**config.mk**
```make
export PLATFORM = sky130hd
export DESIGN_NAME = pc_sequencer_flat
export DESIGN_NICKNAME = d
export VERILOG_FILES = /design/src/rtl/pc_sequencer_if.sv /design/src/rtl/pc_sequencer.sv /design/src/flat_wrapper.sv
export SDC_FILE = /design/constraint.sdc
export NUM_CORES = 1
export LEC_CHECK = 0
export ABC_AREA = 1
export ABC_CLOCK_PERIOD_IN_PS = 4100
export CAP_MARGIN = 20
export CORE_UTILIZATION = 45
export CTS_CLUSTER_SIZE = 25
export DETAILED_ROUTE_END_ITERATION = 6
export GPL_ROUTABILITY_DRIVEN = 0
export HOLD_SLACK_MARGIN = 0.06
export PLACE_DENSITY = 0.72
export SLEW_MARGIN = 40
export SYNTH_ARGS = -nofsm -noshare
export SYNTH_HDL_FRONTEND = slang
export SYNTH_SLANG_ARGS = --single-unit
```
**constraint.sdc**
```tcl
create_clock -name clk -period 4.1 [get_ports clk]
set_clock_uncertainty 0.1 [all_clocks]
set_input_delay 0.82 -clock clk [delete_from_list [all_inputs] [get_ports clk]]
set_output_delay 0.82 -clock clk [all_outputs]
set_load 0.05 [all_outputs]
```
**src/rtl/pc_sequencer_if.sv**
```systemverilog
// rtl/pc_sequencer_if.sv - control and status bundle for pc_sequencer
// Purpose: groups the next-PC control inputs and the pc / return-address-stack
//          status outputs of pc_sequencer.
// Ports (slave view):
//   in : stall, branch_taken, branch_off[OFF_W], jump, jtarget[26], call,
//        jr, jr_addr[PC_W], ret
//   out: pc[PC_W], ras_count[5], ras_empty, ras_full, ras_err
interface pc_sequencer_if #(
  parameter int unsigned PC_W  = 32,
  parameter int unsigned OFF_W = 16
);
  logic             stall;
  logic             branch_taken;
  logic [OFF_W-1:0] branch_off;
  logic             jump;
  logic [25:0]      jtarget;
  logic             call;
  logic             jr;
  logic [PC_W-1:0]  jr_addr;
  logic             ret;
  logic [PC_W-1:0]  pc;
  logic [4:0]       ras_count;
  logic             ras_empty;
  logic             ras_full;
  logic             ras_err;

  modport master (
    output stall, branch_taken, branch_off, jump, jtarget, call, jr, jr_addr, ret,
    input  pc, ras_count, ras_empty, ras_full, ras_err
  );

  modport slave (
    input  stall, branch_taken, branch_off, jump, jtarget, call, jr, jr_addr, ret,
    output pc, ras_count, ras_empty, ras_full, ras_err
  );
endinterface

```
**src/rtl/pc_sequencer.sv**
```systemverilog
// rtl/pc_sequencer.sv - program counter sequencer with optional return-address stack
// Purpose: registered next-PC selection with priority
//          stall > ret > jr > jump > branch_taken > pc+1, all arithmetic wrapping.
//          jump+call pushes pc+1 onto a circular return-address stack that ret pops.
// Ports:
//   clk   - rising-edge clock
//   reset - asynchronous active-low reset (0 = in reset)
//   bus   - pc_sequencer_if.slave: control inputs, pc and RAS status outputs
// Config: define PC_SEQUENCER_RAS_EN to build the return-address stack. Without it
//         ret and call are ignored and ras_count=0, ras_empty=1, ras_full=0, ras_err=0.
module pc_sequencer #(
  parameter int unsigned     PC_W      = 32,
  parameter int unsigned     OFF_W     = 16,
  parameter int unsigned     RAS_DEPTH = 4,
  parameter logic [PC_W-1:0] RESET_PC  = '0
) (
  input logic           clk,
  input logic           reset,
  pc_sequencer_if.slave bus
);

  logic [PC_W-1:0]        pc_q;
  logic [PC_W-1:0]        pc_nxt;
  logic [PC_W-1:0]        pc_inc;
  logic [PC_W-1:0]        br_tgt;
  logic [PC_W-1:0]        jmp_tgt;
  logic signed [PC_W-1:0] off_ext;

  assign pc_inc  = pc_q + PC_W'(1);
  // Size cast of a signed operand sign-extends; also covers OFF_W == PC_W.
  assign off_ext = PC_W'($signed(bus.branch_off));
  assign br_tgt  = pc_inc + off_ext;
  // Jump keeps the region bits of the incremented PC.
  assign jmp_tgt = {pc_inc[PC_W-1:26], bus.jtarget};

`ifdef PC_SEQUENCER_RAS_EN
  localparam int unsigned AW     = $clog2(RAS_DEPTH);
  localparam logic [4:0]  DEPTH5 = 5'(RAS_DEPTH);

  logic [PC_W-1:0] ras_mem [RAS_DEPTH];
  logic [AW-1:0]   wp;        // next slot to write; top of stack sits at wp-1
  logic [4:0]      cnt;
  logic            err;
  logic            push;
  logic            pop;
  logic            err_set;
  logic [PC_W-1:0] ras_top;

  assign ras_top = ras_mem[wp - AW'(1)];
`endif

  always_comb begin
    pc_nxt = pc_inc;
`ifdef PC_SEQUENCER_RAS_EN
    push    = 1'b0;
    pop     = 1'b0;
    err_set = 1'b0;
`endif
    if (bus.stall) begin
      pc_nxt = pc_q;
    end
`ifdef PC_SEQUENCER_RAS_EN
    else if (bus.ret) begin
      // Empty-stack return falls through to pc+1 and flags underflow.
      if (cnt != 5'd0) begin
        pc_nxt = ras_top;
        pop    = 1'b1;
      end else begin
        err_set = 1'b1;
      end
    end
`endif
    else if (bus.jr) begin
      pc_nxt = bus.jr_addr;
    end else if (bus.jump) begin
      pc_nxt = jmp_tgt;
`ifdef PC_SEQUENCER_RAS_EN
      push = bus.call;
`endif
    end else if (bus.branch_taken) begin
      pc_nxt = br_tgt;
    end
  end

  always_ff @(posedge clk or negedge reset) begin
    if (!reset) begin
      pc_q <= RESET_PC;
    end else begin
      pc_q <= pc_nxt;
    end
  end

  assign bus.pc = pc_q;

`ifdef PC_SEQUENCER_RAS_EN
  always_ff @(posedge clk or negedge reset) begin
    if (!reset) begin
      wp  <= '0;
      cnt <= 5'd0;
      err <= 1'b0;
    end else begin
      if (push) begin
        // A full stack wraps over its oldest entry; depth stays saturated.
        wp <= wp + AW'(1);
        if (cnt == DEPTH5) begin
          err <= 1'b1;
        end else begin
          cnt <= cnt + 5'd1;
        end
      end else if (pop) begin
        wp  <= wp - AW'(1);
        cnt <= cnt - 5'd1;
      end
      if (err_set) begin
        err <= 1'b1;
      end
    end
  end

  // Storage is not reset; entries are unreachable while cnt == 0.
  always_ff @(posedge clk) begin
    if (push && reset) begin
      ras_mem[wp] <= pc_inc;
    end
  end

  assign bus.ras_count = cnt;
  assign bus.ras_empty = (cnt == 5'd0);
  assign bus.ras_full  = (cnt == DEPTH5);
  assign bus.ras_err   = err;
`else
  logic unused_ras;
  assign unused_ras = &{1'b0, bus.call, bus.ret};

  assign bus.ras_count = 5'd0;
  assign bus.ras_empty = 1'b1;
  assign bus.ras_full  = 1'b0;
  assign bus.ras_err   = 1'b0;
`endif

endmodule

```
**src/flat_wrapper.sv**
```systemverilog
// flat-port wrapper written by rule: the top's interface ports become plain ports
module pc_sequencer_flat 
#(
  parameter int unsigned     PC_W      = 32,
  parameter int unsigned     OFF_W     = 16,
  parameter int unsigned     RAS_DEPTH = 4,
  parameter logic [PC_W-1:0] RESET_PC  = '0
)
  (clk, reset, bus_stall, bus_branch_taken, bus_branch_off, bus_jump, bus_jtarget, bus_call, bus_jr, bus_jr_addr, bus_ret, bus_pc, bus_ras_count, bus_ras_empty, bus_ras_full, bus_ras_err);
  pc_sequencer_if #(.PC_W(PC_W), .OFF_W(OFF_W)) bus_i ();
  input logic clk;
  input logic reset;
  input wire logic [$bits(bus_i.stall)-1:0] bus_stall;
  input wire logic [$bits(bus_i.branch_taken)-1:0] bus_branch_taken;
  input wire logic [$bits(bus_i.branch_off)-1:0] bus_branch_off;
  input wire logic [$bits(bus_i.jump)-1:0] bus_jump;
  input wire logic [$bits(bus_i.jtarget)-1:0] bus_jtarget;
  input wire logic [$bits(bus_i.call)-1:0] bus_call;
  input wire logic [$bits(bus_i.jr)-1:0] bus_jr;
  input wire logic [$bits(bus_i.jr_addr)-1:0] bus_jr_addr;
  input wire logic [$bits(bus_i.ret)-1:0] bus_ret;
  output wire logic [$bits(bus_i.pc)-1:0] bus_pc;
  output wire logic [$bits(bus_i.ras_count)-1:0] bus_ras_count;
  output wire logic [$bits(bus_i.ras_empty)-1:0] bus_ras_empty;
  output wire logic [$bits(bus_i.ras_full)-1:0] bus_ras_full;
  output wire logic [$bits(bus_i.ras_err)-1:0] bus_ras_err;
  assign bus_i.stall = bus_stall;
  assign bus_i.branch_taken = bus_branch_taken;
  assign bus_i.branch_off = bus_branch_off;
  assign bus_i.jump = bus_jump;
  assign bus_i.jtarget = bus_jtarget;
  assign bus_i.call = bus_call;
  assign bus_i.jr = bus_jr;
  assign bus_i.jr_addr = bus_jr_addr;
  assign bus_i.ret = bus_ret;
  assign bus_pc = bus_i.pc;
  assign bus_ras_count = bus_i.ras_count;
  assign bus_ras_empty = bus_i.ras_empty;
  assign bus_ras_full = bus_i.ras_full;
  assign bus_ras_err = bus_i.ras_err;
  pc_sequencer #(.PC_W(PC_W), .OFF_W(OFF_W), .RAS_DEPTH(RAS_DEPTH), .RESET_PC(RESET_PC)) u_core (.clk(clk), .reset(reset), .bus(bus_i));
endmodule
```
* Word level (Yosys, flattened, before mapping) *
Index checks and enable logic that the tools add are counted.

cells by class
  add/sub/neg operators = 2
  muxes and demuxes = 3

operators by type and width
  operator                 number
  $mux W32                 3
  $add A32 B1 Y32 const B  1
  $add A32 B32 Y32         1

word-level totals
  output and inout bits = 40
  register bits = 32
  logic and storage cells = 6

* Logic depth before layout (Yosys ltp) *
  word-level depth = 5
  depth in mapped cells = 25
  gate-level depth less buffers = 25

* Least setup slack after synthesis *
Ideal clock, no wire load.

  path type = flip-flop to flip-flop
  start point = register u_core.pc_q[0] (netlist: u_core.bus.pc[0])
  end point = register u_core.pc_q[29] (netlist: u_core.bus.pc[29])
  required time = 3.882 ns
  stages on the path, launching flop included = 21
  setup slack = 0.902 ns
  arrival time = 2.980 ns
  cell sequence = dfrtp_1 -> ha_1 -> nand2_1 -> nor2_1 -> nand2_1 -> nor2_1 -> nand2_1 -> and2_1 -> ha_1 -> nand2_1 -> inv_1 -> nand2_1 -> nand2_1 -> a21oi_1 -> nor2_1 -> nor2_1 -> nand3_1 -> nand3_1 -> nand2_1 -> nand2_1 -> nand2_1

on the way
  longest elaborated chain between the ends = 5

ends and longest elaborated chain
  what                      line                source
  start: declaration        pc_sequencer.sv:22  logic [PC_W-1:0] pc_q;
  start signal: assignment  pc_sequencer.sv:89  pc_q <= pc_nxt;
  $add A32 B1 Y32 *         pc_sequencer.sv:29  assign pc_inc = pc_q + PC_W'(1);
  $add A32 B32 Y32          pc_sequencer.sv:32  assign br_tgt = pc_inc + off_ext;
  $mux W32                  pc_sequencer.sv:80  end else if (bus.branch_taken) begin
  $mux W32 *                pc_sequencer.sv:75  end else if (bus.jump) begin
  $mux W32 *                pc_sequencer.sv:73  else if (bus.jr) begin

Every way passes the cells marked *; elsewhere a longest branch is shown, timed or not.
A chain may end at the register's enable or synchronous reset.

* Worst setup path after layout *
  start point = register u_core.pc_q[1] (netlist: u_core.bus.pc[1])
  end point = register u_core.pc_q[23] (netlist: u_core.bus.pc[23])

on the way
  longest elaborated chain between the ends = 5

ends and longest elaborated chain
  what               line
  $add A32 B1 Y32 *  pc_sequencer.sv:29
  $add A32 B32 Y32   pc_sequencer.sv:32
  $mux W32 *         pc_sequencer.sv:80
  $mux W32 *         pc_sequencer.sv:75
  $mux W32 *         pc_sequencer.sv:73

Marked as above.

==> impl_metrics.env <==
export IMPL_floorplan_initialDensity_pct=46.1
export IMPL_slew_headroom_pct=65.4
export IMPL_core_area_sq_um=12000
export IMPL_detail_route_antenna_nets=0
export IMPL_post_synthesis_area_per_instance_sq_um=5.41
export IMPL_drc=0
export IMPL_end_kind="flop"
export IMPL_internal_power_mw=1.08
export IMPL_worstSkewPairLatency_ns=0.28
export IMPL_synth_largest_type_area_fraction_pct=25.8
export IMPL_register_area_sq_um=801
export IMPL_layout_commonest_cell="sky130_fd_sc_hd__nand2_1"
export IMPL_vias_per_cell=5.12
export IMPL_synthTopCellsByArea="sky130_fd_sc_hd__nand2_1 (26%), sky130_fd_sc_hd__dfrtp_1 (14%), sky130_fd_sc_hd__inv_1 (9.9%), sky130_fd_sc_hd__ha_1 (8.8%), sky130_fd_sc_hd__nor2_1 (8.6%)"
export IMPL_most_common_layout_cells="sky130_fd_sc_hd__nand2_1 (381), sky130_fd_sc_hd__inv_1 (146), sky130_fd_sc_hd__nor2_1 (127), sky130_fd_sc_hd__clkdlybuf4s50_1 (110), sky130_fd_sc_hd__a21oi_1 (62)"
export IMPL_synth_top_family_by_area="simple AND/OR/NAND/NOR gates"
export IMPL_cts_tree="built"
export IMPL_area_growth_synth_to_final_pct=24.4
export IMPL_grt_pass1_wl_um=29400
export IMPL_final_nets=1248
export IMPL_grt_max_degree=55
export IMPL_post_cts_repair_setup_buffers=0
export IMPL_synth_ff_type="sky130_fd_sc_hd__dfrtp_1"
export IMPL_detailedPlacementHpwl_um=14900
export IMPL_cp_max_fo=5
export IMPL_clkPwrFrac_pct=20.0
export IMPL_finalCritPeriodShare_pct=90.0
export IMPL_yosysUniqueCellTypes=41
export IMPL_finalSetupViolCount=0
export IMPL_timing_critical_path_cells="ha_1 -> nand2_1 -> nor2_1 -> inv_1 -> nor2_2 -> xor2_1 -> inv_1 -> ha_1 -> nand2_1 -> nor2_1 -> inv_1 -> nor2_1 -> nand2_1 -> nand2_1 -> nand2_1 -> nand3_1 -> nand3_1 -> nand2_1 -> nand2_1 -> nand2_1 -> nand2_1"
export IMPL_top_level_ports=122
export IMPL_fmaxAchievable_mhz=271
export IMPL_criticalPathCategory="flop to flop"
export IMPL_irDropWorstVdd_uv=300
export IMPL_antenna_found_initial=0
export IMPL_number_of_flip_flops_under_the_largest_register_name=32
export IMPL_switchingPower_mw=1.03
export IMPL_syn_instance_count=1024
export IMPL_io_buffers=111
export IMPL_proportion_of_synthesized_flip_flops_having_asynchronous_set_or_reset_pct=100
export IMPL_fillCellCount=1265
export IMPL_path_clk_slew_ns=0.05
export IMPL_vias=6522
export IMPL_p_per_area_nw_per_um2=305
export IMPL_cts_repair_resize_count=0
export IMPL_synth_area_mux_share_pct=0
export IMPL_grtUsageTotal_pct=29.3
export IMPL_p_leak_nw=3.71
export IMPL_crit_path_start_kind="flop"
export IMPL_share_seq_of_total_power_pct=20.4
export IMPL_first_global_vias=5983
export IMPL_cap_viol_max_count=0
export IMPL_crit_required_ns=4.17
export IMPL_setup_tns_ns=0
export IMPL_die_area_sq_um=12800
export IMPL_tritoncts_num_buffers=5
export IMPL_layout_min_cycle_time_ns=3.69
export IMPL_worst_slew_pin_transition_ns=0.516
export IMPL_post_cts_hold_buffer_count=0
export IMPL_cts_htree_levels=2
export IMPL_tritoncts_num_sinks=32
export IMPL_rows=40
export IMPL_drt_total_wl_um=18100
export IMPL_critPathMaxStageDelay_ns=0.41
export IMPL_clockRootBuffer="sky130_fd_sc_hd__clkbuf_16"
export IMPL_die_height_um=113
export IMPL_yosys_synthesis_warning_count=0
export IMPL_synth_top_area_cell="sky130_fd_sc_hd__nand2_1"
export IMPL_synth_adder_area_share_pct=9.16
export IMPL_worst_ep_arrival_time_ns=3.76
export IMPL_p_sw_share_pct=48.7
export IMPL_drt_iter0_drc=450
export IMPL_synth_xor_xnor_area_share_pct=4.11
export IMPL_grt_ovfl_total=0
export IMPL_fin_cells=1274
export IMPL_crit_top_cell="sky130_fd_sc_hd__nand2_1"
export IMPL_register_bit_count_reported_by_yosys=32
export IMPL_cp_slowest_cell="sky130_fd_sc_hd__dfrtp_1"
export IMPL_dr_pass1_iters=6
export IMPL_final_max_slew_violation_count=0
export IMPL_synth_compound_area_share_pct=11.6
export IMPL_share_of_final_layout_standard_cells_stronger_than_drive_strength_1_pct=4.35
export IMPL_basic_gate_share_of_the_synthesized_area_counting_and_or_nand_and_nor_cells_pct=46.7
export IMPL_detail_route_wl_per_cell_um=14.2
export IMPL_hold_path_class="flop to flop"
export IMPL_combPwrFrac_pct=59.5
export IMPL_ys_seq_area_share_pct=14.4
export IMPL_die_width_um=113
export IMPL_netlist_area_pre_place_sq_um=5540
export IMPL_hold_violations=0
export IMPL_antenna_cells=0
export IMPL_cts_buffer_depth=2
export IMPL_synth_edff_count=0
export IMPL_area_taken_by_multi_input_logic_gates_sq_um=4000
export IMPL_dp_cells=1266
export IMPL_unrepaired_setup_endpoints_after_global_routing="no"
export IMPL_run_status="complete, no violations"
-- metrics by stage --
| stage | setup slack, ns | total power [mW] | hold WS (ns) | instance area [sq um] | utilization, % |
|---|---|---|---|---|---|
| detailed placement | 0.476 | 1.66 | 0.457 | 6730 | 56.0 |
| CTS | 0.469 | 2.10 | 0.472 | 6900 | 57.4 |
| global route | 0.0510 | 2.28 | 0.519 | 6900 | 57.4 |
| global placement | 0.549 | 1.65 | 0.451 | 6730 | 56.0 |
| floorplan | 0.902 | 1.28 | 0.424 | 5570 | - |
| finish | 0.408 | 2.11 | 0.481 | 6900 | 57.4 |
-- cells by family (layout without fill, tap and decap cells) --
logic type | count (synthesis) | count (layout)
AOI/OAI and AO/OA | 121 | 121
xor gates and xnor gates | 26 | 26
adders and majority gates | 40 | 40
buffers and inverters | 182 | 279
DFF | 32 | 32
other | 2 | 8
and+or+nand+nor | 621 | 621
-- Yosys cell counts, drive strengths merged (8+ instances only) --
cell type	n
ha	39
a21oi	62
dfrtp	32
buf	15
nor2	138
nand2	391
xor2	22
clkbuf	15
nand4	8
nand3	57
nor3	13
inv	148
o21ai	44
-- layer usage --
| layer | global-route usage, % | wire length, um |
|---|---|---|
| met1 | 42.1 | 8660 |
| met2 | 46.5 | 7950 |
| met3 | 2.57 | 1090 |
| met4 | 9.39 | 418 |
| met5 | 0 | 0 |
-- critical path, delay by kind of cell (launching register included) --
family,cells,cell delay (ns)
and+or+nand+nor,15,1.79
adders and majority gates,2,0.67
DFF,1,0.41
buffers and inverters,3,0.30
xor gates and xnor gates,1,0.29
-- power by group through the flow --
| stage | combinational, mW | sequential [mW] | clock [mW] |
|---|---|---|---|
| floorplan | 0.720 | 0.556 | 0 |
| global placement | 1.22 | 0.432 | 0 |
| detailed placement | 1.23 | 0.432 | 0 |
| CTS | 1.24 | 0.428 | 0.430 |
| global route | 1.40 | 0.438 | 0.447 |
| finish | 1.25 | 0.431 | 0.422 |
-- worst paths after layout --
| path | startpoint | to | slack, ns | cells after the start |
|---|---|---|---|---|
| worst max-delay path | u_core.bus.pc[1] | u_core.bus.pc[23] | 0.41 | 21 |
| worst min-delay path | u_core.bus.pc[30] | u_core.bus.pc[30] | 0.48 | 2 |
| worst max register to register | u_core.bus.pc[1] | u_core.bus.pc[23] | 0.41 | 21 |
| worst min register to register | u_core.bus.pc[30] | u_core.bus.pc[30] | 0.48 | 2 |
| max in group asynchronous | reset | u_core.bus.pc[3] | 2.76 | 2 |
| min in group asynchronous | reset | u_core.bus.pc[23] | 0.84 | 2 |
-- area by class of cell --
cell class / instances / area share, %
clock inverter: 3 / 0.617
tap: 147 / 2.67
clock buffer: 5 / 1.81
sequential: 32 / 11.6
multi-input combinational: 816 / 58.0
timing repair buffer: 122 / 17.2
inverter: 149 / 8.11
No activity file was read; power rests on OpenSTA's default activity.
